$ cat src/rtl/rob_commit.sv
// Reorder buffer with in-order single-entry retire; returns old_prd to the free list.
// Optional flush-at-commit on mispredict is enabled by defining ROB_FLUSH_AT_COMMIT_EN.
module rob_commit #(
    parameter int DEPTH  = 16,
    parameter int TAG_W  = $clog2(DEPTH),
    parameter int PREG_W = 7,
    parameter int AREG_W = 5,
    parameter int PC_W   = 9
) (
    input  logic              clk,
    input  logic              rst,
    input  logic              alloc_valid,
    output logic              alloc_ready,
    output logic [TAG_W-1:0]  alloc_tag,
    input  logic              alloc_has_rd,
    input  logic [AREG_W-1:0] alloc_rd,
    input  logic [PREG_W-1:0] alloc_prd,
    input  logic [PREG_W-1:0] alloc_old_prd,
    input  logic [PC_W-1:0]   alloc_pc,
    input  logic              cmpl_valid,
    input  logic [TAG_W-1:0]  cmpl_tag,
    output logic              retire_valid,
    output logic [TAG_W-1:0]  retire_tag,
    output logic [AREG_W-1:0] retire_rd,
    output logic [PREG_W-1:0] retire_prd,
    output logic [PC_W-1:0]   retire_pc,
    output logic              free_valid,
    output logic [PREG_W-1:0] free_preg,
    output logic [TAG_W:0]    count,
    output logic              empty
`ifdef ROB_FLUSH_AT_COMMIT_EN
    ,
    input  logic              cmpl_mispredict,
    input  logic [PC_W-1:0]   cmpl_target,
    output logic              flush_valid,
    output logic [PC_W-1:0]   flush_pc
`endif
);

    localparam logic [TAG_W:0] FULL = (TAG_W+1)'(DEPTH);

    logic [TAG_W-1:0]  head, tail;
    logic [DEPTH-1:0]  valid, done;
    logic [DEPTH-1:0]  valid_nxt, done_nxt;

    logic              has_rd_q  [DEPTH];
    logic [AREG_W-1:0] rd_q      [DEPTH];
    logic [PREG_W-1:0] prd_q     [DEPTH];
    logic [PREG_W-1:0] old_prd_q [DEPTH];
    logic [PC_W-1:0]   pc_q      [DEPTH];

    logic do_alloc, do_retire, flush, alloc_fire;
    logic [TAG_W:0] count_nxt;

`ifdef ROB_FLUSH_AT_COMMIT_EN
    logic              mis_q [DEPTH];
    logic [PC_W-1:0]   tgt_q [DEPTH];
`endif

    assign alloc_ready = (count != FULL);
    assign alloc_tag   = tail;
    assign empty       = (count == '0);

    always_comb begin
        do_alloc  = alloc_valid && alloc_ready;
        do_retire = valid[head] && done[head];
`ifdef ROB_FLUSH_AT_COMMIT_EN
        flush     = do_retire && mis_q[head];
`else
        flush     = 1'b0;
`endif
        alloc_fire = do_alloc && !flush;
    end

    // Order matters: retire clears override a same-edge completion, a flush
    // overrides everything, and an allocation overrides a completion to tail.
    always_comb begin
        valid_nxt = valid;
        done_nxt  = done;
        if (cmpl_valid && valid[cmpl_tag]) begin
            done_nxt[cmpl_tag] = 1'b1;
        end
        if (do_retire) begin
            valid_nxt[head] = 1'b0;
            done_nxt[head]  = 1'b0;
        end
        if (flush) begin
            valid_nxt = '0;
            done_nxt  = '0;
        end else if (alloc_fire) begin
            valid_nxt[tail] = 1'b1;
            done_nxt[tail]  = 1'b0;
        end
        count_nxt = count + (TAG_W+1)'(alloc_fire) - (TAG_W+1)'(do_retire);
        if (flush) begin
            count_nxt = '0;
        end
    end

    always_ff @(posedge clk or negedge rst) begin
        if (!rst) begin
            head         <= '0;
            tail         <= '0;
            count        <= '0;
            valid        <= '0;
            done         <= '0;
            retire_valid <= 1'b0;
            retire_tag   <= '0;
            retire_rd    <= '0;
            retire_prd   <= '0;
            retire_pc    <= '0;
            free_valid   <= 1'b0;
            free_preg    <= '0;
        end else begin
            valid <= valid_nxt;
            done  <= done_nxt;
            count <= count_nxt;
            if (do_retire) begin
                head <= head + 1'b1;
            end
            if (flush) begin
                tail <= head + 1'b1;
            end else if (alloc_fire) begin
                tail <= tail + 1'b1;
            end
            retire_valid <= do_retire;
            free_valid   <= do_retire && has_rd_q[head] && (old_prd_q[head] != '0);
            if (do_retire) begin
                retire_tag <= head;
                retire_rd  <= rd_q[head];
                retire_prd <= prd_q[head];
                retire_pc  <= pc_q[head];
                free_preg  <= old_prd_q[head];
            end
        end
    end

    // Payload needs no reset: it is only read once valid/done gate it.
    always_ff @(posedge clk) begin
        if (alloc_fire) begin
            has_rd_q[tail]  <= alloc_has_rd;
            rd_q[tail]      <= alloc_rd;
            prd_q[tail]     <= alloc_prd;
            old_prd_q[tail] <= alloc_old_prd;
            pc_q[tail]      <= alloc_pc;
        end
`ifdef ROB_FLUSH_AT_COMMIT_EN
        if (cmpl_valid && valid[cmpl_tag]) begin
            mis_q[cmpl_tag] <= cmpl_mispredict;
            tgt_q[cmpl_tag] <= cmpl_target;
        end
`endif
    end

`ifdef ROB_FLUSH_AT_COMMIT_EN
    always_ff @(posedge clk or negedge rst) begin
        if (!rst) begin
            flush_valid <= 1'b0;
            flush_pc    <= '0;
        end else begin
            flush_valid <= flush;
            if (flush) begin
                flush_pc <= tgt_q[head];
            end
        end
    end
`endif

endmodule

$ cat config.mk
export PLATFORM = sky130hd
export DESIGN_NAME = rob_commit
export DESIGN_NICKNAME = d
export VERILOG_FILES = /design/src/rtl/rob_commit.sv
export SDC_FILE = /design/constraint.sdc
export NUM_CORES = 1
export LEC_CHECK = 0
export ABC_AREA = 1
export ABC_CLOCK_PERIOD_IN_PS = 5700
export CAP_MARGIN = 10
export CORE_ASPECT_RATIO = 0.5
export CORE_MARGIN = 3
export CORE_UTILIZATION = 55
export CTS_BUF_LIST = sky130_fd_sc_hd__clkbuf_2 sky130_fd_sc_hd__clkbuf_4 sky130_fd_sc_hd__clkbuf_8
export DETAILED_ROUTE_END_ITERATION = 12
export PLACE_DENSITY_LB_ADDON = 0.1
export SLEW_MARGIN = 30
export SYNTH_ARGS = -nofsm -noshare
export SYNTH_HDL_FRONTEND = slang
export SYNTH_SLANG_ARGS = --single-unit
export TNS_END_PERCENT = 5
$ cat constraint.sdc
create_clock -name clk -period 5.7 [get_ports clk]
set_input_delay 1.425 -clock clk [delete_from_list [all_inputs] [get_ports clk]]
set_output_delay 1.425 -clock clk [all_outputs]
set_load 0.005 [all_outputs]
* After elaboration in Yosys (flattened, before gate mapping) *
Memory sizes are Yosys's and may differ from the RTL's. A register that Yosys moved wholly into a read port is not among the register bits.
Index checks and enable logic that the tools add are counted.

operators by class
  reduce and logical (&&, ||, !) cells = 13
  $lt $le $gt $ge = 6
  bitwise operators = 7
  muxes and demuxes = 19
  add/subtract/negate cells = 4
  eq/ne operators = 1

operator list
  kind                   number
  $mux W16               5
  $and A16 B16 Y16       3
  $not A16 Y16           2
  $or A16 B16 Y16        2
  $lt A4 B5 Y1 const B   3
  $bmux W1 S4            3
  $demux W1 S4           3
  $ge A4 B1 Y1 const B   3
  $add A4 B1 Y4 const B  2
  $logic_and A1 B1 Y1    8
  $mux W1                8
  $reduce_bool A7 Y1     1
  $add A5 B1 Y5          1
  $logic_not A5 Y1       1
  $ne A5 B5 Y1 const B   1
  $sub A5 B1 Y5          1
  $logic_not A1 Y1       3

word-level totals
  bits in registers = 58
  logic and storage cells = 64
  output and inout port bits = 45
  RAM bits = 464
  memories = 5

memories
  memory     words  width  rd ports  clocked after Yosys merged registers in  write ports  line  source
  pc_q       16     9      1         1                                        1            50    logic [PC_W-1:0] pc_q [DEPTH];
  old_prd_q  16     7      1         0                                        1            49    logic [PREG_W-1:0] old_prd_q [DEPTH];
  prd_q      16     7      1         1                                        1            48    logic [PREG_W-1:0] prd_q [DEPTH];
  rd_q       16     5      1         1                                        1            47    logic [AREG_W-1:0] rd_q [DEPTH];
  has_rd_q   16     1      1         0                                        1            46    logic has_rd_q [DEPTH];

* Longest topological paths before layout *
  word-level depth = 10
  gate-level depth with buffers = 19
  depth with buffers taken out = 16

* Least setup slack after synthesis *
Ideal clock, no wire load.

  path type = in2reg
  start = in alloc_valid
  end = reg done[11]
  arrival time = 3368 ps
  setup time = 115 ps
  path buffers = 0
  data required time = 5585 ps
  cell stages on the path = 7
  setup slack = 2216 ps
  cells stage by stage = nand2_1 > inv_1 > nand2_1 > nor2_1 > inv_1 > nand2_1 > nor2_1

between the ends
  word-level cells in the longest chain between the ends = 2

RTL lines
  element                 line  source
  start: declaration      12    input logic alloc_valid,
  $logic_and A1 B1 Y1     65    do_alloc = alloc_valid && alloc_ready;
  $mux W16                90    end else if (alloc_fire) begin
  named net done_nxt[11]  44    logic [DEPTH-1:0] valid_nxt, done_nxt;
  end signal: assignment  116   done <= done_nxt;
  end: declaration        43    logic [DEPTH-1:0] valid, done;

The timed path passes the listed nets, and every way through them passes these cells.
A chain may end at the register's enable or synchronous reset.

* Worst setup path in the final report *
  start = in alloc_valid
  end = mem old_prd_q[3][6] (enable)

between the ends
  word-level cells in the longest chain between the ends = 3

RTL lines
  element                        line  source
  $logic_and A1 B1 Y1            65
  $mux W1                        140   if (alloc_fire) begin
  $mux W1 (not written as such)  144   old_prd_q[tail] <= alloc_old_prd;
  end: declaration               49

No other way between the ends.

==> reports/metrics.cfg <==
[status]
outcome=finished clean

[route]
drtPass1Iterations=5
routed_wirelength_um=54380
drtAntennaViolNets=0
drt_drc_violations_left=0
num_vias=15040
post_drt_wl_per_cell_um=20.34
drtIter0Drc=1574
vias_per_cell=5.625

[global_routing]
grt_pass1_wl_um=83390
use_met2_pct=36.59
grt_max_degree=106
grt-ovfl-total=0
grt_pass1_vias=14170
track_usage_pct=25.34
antenna_found_initial=0
grt-busiest-layer=met1
grtUsageMet3_pct=4.909
grt_use_met1_pct=39.38

[synthesis]
syn_avg_cell_area_um2=11.19
synthCells=2014
synthDistinctLibCells=30
ys_ff_latch=543
syn_area_um2=22540
synth-seq-area-share_pct=70.57
yosys_warnings=0
syn_nets=2066

[worst_setup_path]
path_class=in -> reg
crit_fanout=19
r2r_cells=16
reg2reg_from=head[0]$_DFFE_PN0N_
critPathLaunchType=primary input
required_ps=6020
r2r_slack_ps=2260
regToRegEndpoint=count[4]$_DFF_PN0_
endpoint_kind=register
critPathArrivalTime_ps=3940

[sta]
max_slew.worst_pin.slew_ps=999.7
hold_violations=0
hold_ws_ps=470.5
skew_ps=20.39
postLayoutSetupSlackWorst_ps=2071
min_period_ps=3629
rsz0062_at_grt=no
finalSetupTns_ps=0
period_share_pct=63.66
max_freq_mhz=275.6
finalMaxSlewViolations=0
slew-limit-headroom_pct=33.25
finalSetupViolCount=0

[floorplanning]
die_w_um=292.3
initial_core_util_pct=56.89
dieArea_um2=43600
io_pins=82
core_um2=39630
die-height_um=149.2
row_count=51

[clock_network]
clockRootBuffer=clkbuf_8
postCtsSetupRepairBufs=0
htreeDepth=3
hold_buffers=0
cts.sinks=543
cts_resized=0
clockBufferDepth=3
clk_pin_slew_ps=60
tritoncts=yes
clkLatencyLatePin_ps=630
cts_made_buffers=75

[pwr]
ir_worst_vdd_uv=405.6
powerDensity_nw_per_um2=506.1
power.leakage_nw=9.550

[finish]
final_common_cell=nand2_1
diodes=0
fin_area_um2=25210
layout_common_cells=515 x nand2_1, 464 x edfxtp_1, 288 x nor2_1
multi_input_area_um2=5637
nets=2134
instances_no_fill=2674
syn_to_final_growth_pct=11.80
drive_gt1_share_pct=8.396
n_fill_cell=3065
regArea_um2=15920

[hold_path]
hold_depth=2
hold_class=reg -> reg
min_to=free_preg[5]$_DFFE_PN0N_
min-delay-start=free_preg[5]$_DFFE_PN0N_

[place]
dp.final_hpwl_um=28870
dp_slack_ps=1433
gp_congestion=0.8471
dp_cells=2535
io_buffers=81
place_area_um2=23700

[job]
drv_cap=0

-- critical path, stage by stage --
cell	delay (ps)
clkdlybuf4s50_1	460
nand2_1	100
inv_1	440
nand2_1	400
nor2_4	750
buf_4	360
-- report_power, final --
| group | total [mW] | internal (mW) | switching (mW) | leakage (nW) |
|---|---|---|---|---|
| combinational | 4.51 | 1.43 | 3.07 | 3.61 |
| sequential | 5.23 | 4.93 | 0.300 | 5.14 |
| clock | 3.02 | 1.56 | 1.46 | 0.792 |
-- routing by layer --
layer,vias to the layer above,part of all wire [%]
li1,7054,-
met1,7295,48
met2,582,42
met3,110,7.4
met4,0,2.4
met5,-,0
-- through the flow --
stage	utilization [%]	power (mW)
after global placement	59.52	9.696
after floorplan	-	8.331
after CTS	63.59	12.80
after global routing	63.61	13.57
after detailed placement	59.82	9.793
final	63.61	12.76
-- synthesized netlist by cell type --
cell type / n / area share, %
a21oi_1: 6 / 0.13
and2_1: 1 / 0.028
buf_1: 5 / 0.083
buf_2: 38 / 0.84
buf_4: 19 / 0.63
buf_6: 10 / 0.50
clkbuf_1: 37 / 0.62
clkinv_1: 1 / 0.017
dfrtp_1: 79 / 8.8
edfxtp_1: 464 / 62
fa_1: 1 / 0.089
ha_1: 14 / 0.78
inv_1: 111 / 1.8
inv_2: 4 / 0.067
inv_4: 1 / 0.028
nand2_1: 516 / 8.6
nand3_1: 50 / 1.1
nand3_2: 7 / 0.31
nand4_1: 24 / 0.67
nor2_1: 292 / 4.9
nor2_2: 3 / 0.083
nor2_4: 2 / 0.10
nor2_8: 1 / 0.089
nor3_1: 2 / 0.044
o211ai_1: 5 / 0.17
o21ai_0: 155 / 3.4
o21ai_1: 73 / 1.6
o22ai_1: 84 / 2.3
xnor2_1: 1 / 0.039
xor2_1: 8 / 0.31
-- how the worst max path moves through the flow --
stage / slack [ps] / from / to / cells past startpoint
floorplan: 2220 / alloc_valid / done[11]$_DFF_PN0_ / 7
global placement: 1480 / alloc_valid / done[11]$_DFF_PN0_ / 8
detailed placement: 1430 / alloc_valid / prd_q[3][1]$_DFFE_PP_ / 6
CTS: 2110 / alloc_valid / prd_q[3][4]$_DFFE_PP_ / 6
global route: 1880 / head[0]$_DFFE_PN0N_ / count[4]$_DFF_PN0_ / 16
finish: 2070 / alloc_valid / old_prd_q[3][6]$_DFFE_PP_ / 6
-- kinds of logic (layout without fill, tap and decap cells) --
group                    count (synthesis)  count (layout)  share of synthesized area (%)
AO/OA/AOI/OAI                          323             323                          7.692
XOR/XNOR                                 9               9                         0.3497
adder cells (fa/ha/maj)                 15              15                         0.8658
buffers and inverters                  226             356                          4.634
flip-flops                             543             543                          70.57
AND/OR/NAND/NOR                        898             898                          15.88
-- flip-flops by register name, indices dropped and copies added (netlist names) --
signal	count
count	5
has_rd_q	16
free_preg	7
retire_rd	5
retire_prd	7
retire_tag	4
old_prd_q	112
done	16
alloc_tag	4
pc_q	144
head	4
retire_pc	9
valid	16
rd_q	80
free_valid	1
prd_q	112
retire_valid	1
-- area by class of cell --
class / instances / share of cell area (%)
clock buffer: 110 / 5.287
multi-input combinational: 1245 / 22.36
inverter: 117 / 1.777
timing repair buffer: 100 / 4.135
clock inverter: 29 / 0.6552
tap: 530 / 2.631
sequential: 543 / 63.15
No activity file was read; power rests on OpenSTA's default activity.
